--- config.mk ---
export PLATFORM = sky130hd
export DESIGN_NAME = instr_mem_loader
export DESIGN_NICKNAME = d
export VERILOG_FILES = /design/src/rtl/instr_mem_loader.sv
export SDC_FILE = /design/constraint.sdc
export NUM_CORES = 1
export LEC_CHECK = 0
export ABC_CLOCK_PERIOD_IN_PS = 3200
export BUFFER_PORTS_ARGS = -buffer_cell sky130_fd_sc_hd__buf_4
export CAP_MARGIN = 20
export CORE_MARGIN = 3
export CORE_UTILIZATION = 56
export CTS_CLUSTER_SIZE = 14
export DETAILED_ROUTE_END_ITERATION = 12
export GPL_TIMING_DRIVEN = 0
export PLACE_DENSITY = 0.87
export SETUP_SLACK_MARGIN = 0.05
export SLEW_MARGIN = 25
export SYNTH_ARGS = -nofsm -noshare
export SYNTH_HDL_FRONTEND = slang
export SYNTH_SLANG_ARGS = --single-unit
--- constraint.sdc ---
create_clock -name clk -period 3.2 [get_ports clk]
set_input_delay 0.64 -clock clk [delete_from_list [all_inputs] [get_ports clk]]
set_output_delay 0.64 -clock clk [all_outputs]
set_load 0.05 [all_outputs]
--- src/rtl/instr_mem_loader.sv ---
// Byte-stream program loader: reads a one-byte word-count header, assembles
// little-endian 32-bit words and writes them into instruction memory while holding the core.
module instr_mem_loader #(
    parameter int DEPTH = 64
) (
    input  logic        clk,
    input  logic        reset,
    input  logic        start,
    input  logic [7:0]  byte_in,
    input  logic        byte_valid,
    output logic        byte_ready,
    output logic        we,
    output logic [31:0] wa,
    output logic [31:0] wd,
    output logic        cpu_hold,
    output logic        busy,
    output logic        done,
    output logic        error
);

    localparam int          IDX_W   = $clog2(DEPTH) + 1;
    localparam logic [31:0] DEPTH_U = 32'(DEPTH);

    typedef enum logic [2:0] {
        IDLE,
        HEADER,
        DATA,
        WRITE,
        DONE,
        ERR
    } state_t;

    state_t           state_q, state_d;
    logic [IDX_W-1:0] word_idx_q, word_idx_d;
    logic [1:0]       byte_idx_q, byte_idx_d;
    logic [7:0]       count_q, count_d;
    logic [31:0]      wd_q, wd_d;

    logic xfer;
    logic hdr_zero;
    logic hdr_over;
    logic last_word;

    // Outputs decode from registered state only, so nothing on an input reaches an output.
    assign byte_ready = (state_q == HEADER) || (state_q == DATA);
    assign we         = (state_q == WRITE);
    assign busy       = (state_q == HEADER) || (state_q == DATA) || (state_q == WRITE);
    assign cpu_hold   = busy;
    assign done       = (state_q == DONE);
    assign error      = (state_q == ERR);
    assign wa         = {{(30 - IDX_W){1'b0}}, word_idx_q, 2'b00};
    assign wd         = wd_q;

    assign xfer      = byte_valid && byte_ready;
    assign hdr_zero  = (byte_in == 8'd0);
    assign hdr_over  = ({24'd0, byte_in} > DEPTH_U);
    assign last_word = ((32'(word_idx_q) + 32'd1) == {24'd0, count_q});

    always_comb begin
        state_d    = state_q;
        word_idx_d = word_idx_q;
        byte_idx_d = byte_idx_q;
        count_d    = count_q;
        wd_d       = wd_q;

        case (state_q)
            IDLE, DONE, ERR: begin
                if (start) begin
                    state_d = HEADER;
                end
            end

            HEADER: begin
                if (xfer) begin
                    count_d    = byte_in;
                    word_idx_d = '0;
                    byte_idx_d = '0;
                    if (hdr_zero) begin
                        state_d = DONE;
                    end else if (hdr_over) begin
                        state_d = ERR;
                    end else begin
                        state_d = DATA;
                    end
                end
            end

            // First byte of each word lands in the least significant lane.
            DATA: begin
                if (xfer) begin
                    case (byte_idx_q)
                        2'd0:    wd_d[7:0]   = byte_in;
                        2'd1:    wd_d[15:8]  = byte_in;
                        2'd2:    wd_d[23:16] = byte_in;
                        default: wd_d[31:24] = byte_in;
                    endcase
                    byte_idx_d = byte_idx_q + 2'd1;
                    if (byte_idx_q == 2'd3) begin
                        state_d = WRITE;
                    end
                end
            end

            WRITE: begin
                if (last_word) begin
                    state_d = DONE;
                end else begin
                    state_d    = DATA;
                    word_idx_d = word_idx_q + {{(IDX_W - 1){1'b0}}, 1'b1};
                end
            end

            default: begin
                state_d = IDLE;
            end
        endcase
    end

    always_ff @(posedge clk or negedge reset) begin
        if (!reset) begin
            state_q    <= IDLE;
            word_idx_q <= '0;
            byte_idx_q <= '0;
            count_q    <= '0;
            wd_q       <= '0;
        end else begin
            state_q    <= state_d;
            word_idx_q <= word_idx_d;
            byte_idx_q <= byte_idx_d;
            count_q    <= count_d;
            wd_q       <= wd_d;
        end
    end

endmodule

# Yosys cells after proc, flatten, opt, wreduce, memory -nomap -nowiden
# Index checks and enable logic that the tools add are counted.
# op_classes
n_lt_le_gt_ge	1
mux	14
eq_ne	14
reduce_logical	18
n_addsub	3
n_bitwise	1
# ops
operator	n
$mux 3	7
$reduce_and 3->1	6
$mux 7	2
$pmux 7 s2	1
$pmux 3 s4	1
$add 7x1->8 const B	1
$eq 8x8->1	1
$gt 8x7->1 const B	1
$logic_not 8->1	1
$ne 2x2->1 const B	4
$add 7x1->7 const B	1
$eq 3x2->1 const B	2
$eq 3x3->1 const B	2
$reduce_or 3->1	2
$eq 2x2->1 const B	2
$mux 2	2
$pmux 2 s2	1
$reduce_and 4->1	1
$reduce_bool 2->1	2
$eq 3x1->1 const B	1
$logic_not 3->1	1
$add 2x1->2 const B	1
$eq 2x1->1 const B	1
$logic_not 2->1	1
other kinds (5)	6
# word_totals
word_cells	59
inputBits	12
reg_bits	52
out_inout_bits	70

# Logic depth before layout (Yosys ltp)
# logic_depth
ltp_word	5
mapped_depth	8
ltp_nobuf	7

# Least setup slack after synthesis
# Ideal clock, no wire load.
# synth_timing
path_type	register to register
startpoint	register word_idx_q[1]
endpoint	register word_idx_q[2]
stages_incl_launch_ff	7
path_slack_ps	721
path_buffers	0
arrival_time_ps	2352
synth_period_minus_slack_ps	2479
required_ps	3074
setup_time_ps	126
path_cell_list	dfrtp_1 ha_1 nand3_1 xnor2_1 o2111ai_2 or3_4 a221o_2
# synth_via
elab_chain_cells	4
elab_cells_between_ends	7
cone_classes	2 x add/sub; 2 x eq/ne; 2 x mux; 1 x reduce/logical
# synth_lines
item	line_no	text
start: declaration	34	logic [IDX_W-1:0] word_idx_q, word_idx_d;
start signal: assignment	128	word_idx_q <= word_idx_d;
$add 7x1->8	57	assign last_word = ((32'(word_idx_q) + 32'd1) == {24'd0, count_q});
$eq 8x8->1	57	
$ne 2x2->1 (no source line)	n/a	
$reduce_and 3->1 (no source line)	n/a	
# Several ways; a longest one is shown, not always the timed one. The select of a mux whose other input is x is not followed.
# A chain may end at the register's enable or synchronous reset.

# Final worst setup path
# layout_timing
startpoint	register word_idx_q[1]
endpoint	register word_idx_q[5]
# Same word-level chain as after synthesis.

==> results by group <==
Outcome
  – Status: finished clean

Synthesis
  – Yosys reg bits: 52
  – Post-Syn Instances: 235
  – Sequential fraction of the synthesis area: 47.0%
  – Post-synth top area share: 47.0%
  – Async SR Flop Fraction: between 90% and 100%
  – Post-synth EDFFs: 0
  – Avg Inst Size Synth: ~12 um2
  – Primary FF master, synth: dfrtp_1
  – Top cells by area, synth: dfrtp_1 47%, mux2_2 16%, buf_4 7.3%, ha_1 2.7%, xnor2_1 1.6%
  – Yosys cell types: 50
  – Largest area contributor in the netlist: dfrtp_1
  – Mapped Area: 2770 um2
  – YS warnings: 0

Die
  – Initial core utilization: 60.7%
  – DIE AREA: 5820 um2
  – Rows: 24
  – Die Y-Extent: 76.3 um
  – Die width: 76.3 um
  – Area of the core: 4560 um2
  – Io pins: 82

Detailed routing
  – DRC violations left: 0
  – WL per Instance: around 15 um
  – Iteration-0 DRC Markers: 69
  – Drt via density: around 5.1
  – Drt first pass iters: 4
  – Vias: 1965
  – Drt total wl: between 5000 and 6000 um
  – Antenna Nets Post-Route: 0

Clocking
  – CTS clk-pin slew, worst paths: 0.09 ns
  – Clk root buf: clkbuf_8
  – Clock tree buffer depth: 2
  – Postcts setup bufs: 0
  – Later-pin clock latency in the skew report: 0.31 ns
  – CTS tree: yes
  – H-tree levels: 2
  – Hold buffer count at CTS: 0
  – Total CTS buffers: 5
  – Clock tree sinks: 52
  – Cts repair resizes: 0

Timing
  – Max-slew headroom: 51.7%
  – Max Freq: a little over 400 MHz
  – Final Cycle Share: 76.8%
  – Final Max Slew Viols: 0
  – Worst Clk Skew: 0.00550 ns
  – Endpoints failing setup: 0
  – Fin Setup TNS: 0 ns
  – Slew at the pin closest to its max-slew limit: 0.718 ns
  – Min cycle time layout: around 2.5 ns
  – Setup repair after global routing missed its margin: false
  – Final-report hold violation count: 0

Final layout
  – Fin nets: 340
  – Number of diodes: 0
  – Register area: 1300 um2
  – Area grow syn2layout: 24.6%
  – Fin cells: 388
  – Final non-filler cell area: 3450 um2
  – Share of cells above drive strength 1: 47.4%
  – Multi-input gate area: 1270 um2
  – Fillers: 318

Power and ir drop
  – Total power: between 2 and 3 mW
  – Lkg Pwr: around 1.8 nW
  – VDD IR max: 0.000621 V
  – Pwr Density: 809 nW/um2

Hold path
  – Hold Crit Class: in -> async

Job
  – Max Cap Viol: 0

Place
  – Cell Area, Placed: 3360 um2
  – Placer Congestion: 0.849
  – Post-DP HPWL: ~4200 um
  – Placed cell count: 380
  – IO Port Bufs: 56

Worst setup path
  – WP data required: 3.40 ns
  – Crit path max fanout: 10
  – CP Launch Point: word_idx_q[1]
  – Arrival time at the worst endpoint: 2.66 ns
  – CP Class: reg -> reg
  – Critical Path End Type: flip-flop
  – Critical path startpoint category: flip-flop
  – Worst r2r src: word_idx_q[1]

GRT
  – Number of global-route vias before repair: ~2000
  – Global Route Usage Sum: roughly 20%
  – Pin count of the biggest net entering global routing: 53
  – Initial antenna violation count: 0
  – Aggregate global routing overflow: 0
  – Wire length of the first global-routing pass: 9510 um
through the flow:
stage / setup slack, ns / util (%) / hold slack (ns)
2_1_floorplan: 0.721 / - / 0.344
3_3_place_gp: 0.847 / 73.6 / 0.490
3_5_place_dp: 0.778 / 73.6 / 0.494
4_1_cts: 0.760 / 75.6 / 0.375
5_1_grt: 0.517 / 75.6 / 0.389
6_report: 0.741 / 75.6 / 0.352
flip-flops by register name, indices dropped and copies added, names as in the netlist:
register and cells:
count_q 8, wd 32, word_idx_q 7, byte_idx_q 2, state_q 3
logic make-up after synthesis:
logic type / Yosys count / share of synthesized area [%]
simple gates: 54 / 11.3
flops: 52 / 47.0
buf+inv: 42 / 10.4
mux: 41 / 16.6
compound gates: 29 / 8.36
xor+xnor: 10 / 3.43
fa+ha+maj: 6 / 2.71
other cells: 1 / 0.135
synthesized netlist by cell type (all sizes together) (3+ instances only):
master,number
dfrtp,52
mux2,40
buf,33
nand2,13
nor2,10
nand3,8
and3,7
inv,7
a21oi,6
ha,6
xnor2,5
xor2,5
nor3,4
a211o,3
a31oi,3
o21ai,3
routing by layer:
layer,vias to the layer above,track usage (%),routed length [um]
li1,949,-,-
met1,947,23.6,2450
met2,62,34.1,2650
met3,7,8.39,539
met4,0,4.89,49
met5,-,0,0
placed cells by master (no fill, tap or decap), types with 3 or more instances in the layout:
| master | Yosys | routed |
|---|---|---|
| a211o_1 | 3 | 3 |
| a21oi_1 | 6 | 6 |
| a31oi_1 | 3 | 3 |
| and3_1 | 4 | 4 |
| buf_2 | 3 | 3 |
| buf_4 | 27 | 83 |
| clkbuf_8 | 1 | 6 |
| conb_1 | 1 | 25 |
| dfrtp_1 | 52 | 52 |
| ha_1 | 6 | 6 |
| inv_1 | 7 | 7 |
| mux2_2 | 40 | 40 |
| nand2_1 | 9 | 9 |
| nand2_2 | 4 | 4 |
| nand3_1 | 8 | 8 |
| nor2_1 | 9 | 9 |
| nor3_1 | 4 | 4 |
| o21ai_0 | 3 | 3 |
| xnor2_1 | 5 | 5 |
| xor2_1 | 4 | 4 |
power by group:
group / leakage, nW / total, mW / switching, mW / internal (mW)
clock: 0.0414 / 0.373 / 0.217 / 0.156
sequential: 0.694 / 0.950 / 0.124 / 0.826
combinational: 1.09 / 1.47 / 0.954 / 0.513
worst max-delay path: stages (launching register included):
cell and delay [ns]:
dfrtp_1 0.52, ha_1 0.37, nand3_1 0.19, xnor2_1 0.22
o2111ai_2 0.18, o31ai_4 0.50, nor2_1 0.10, a211o_1 0.27
area by class of cell:
cell class                 instances  share of cell area (%)
sequential                        52                    37.7
multi-input combinational        165                    36.8
timing repair buffer              56                    12.2
buffer                            35                    7.58
tap                               65                    2.36
clock buffer                       6                    2.10
inverter                           7                   0.762
clock inverter                     2                   0.472
path summary, 6_finish.rpt:
| kind | slack, ns | depth (start not counted) | to |
|---|---|---|---|
| worst max-delay path | 0.74 | 7 | word_idx_q[5] |
| worst min-delay path | 0.35 | 1 | word_idx_q[5] |
| worst max register to register | 0.74 | 7 | word_idx_q[5] |
| worst min register to register | 0.52 | 1 | wd[27] |
| max in group asynchronous | 2.43 | 1 | byte_idx_q[0] |
| min in group clk | 0.52 | 1 | wd[27] |
Power figures use the tool's default switching activity.
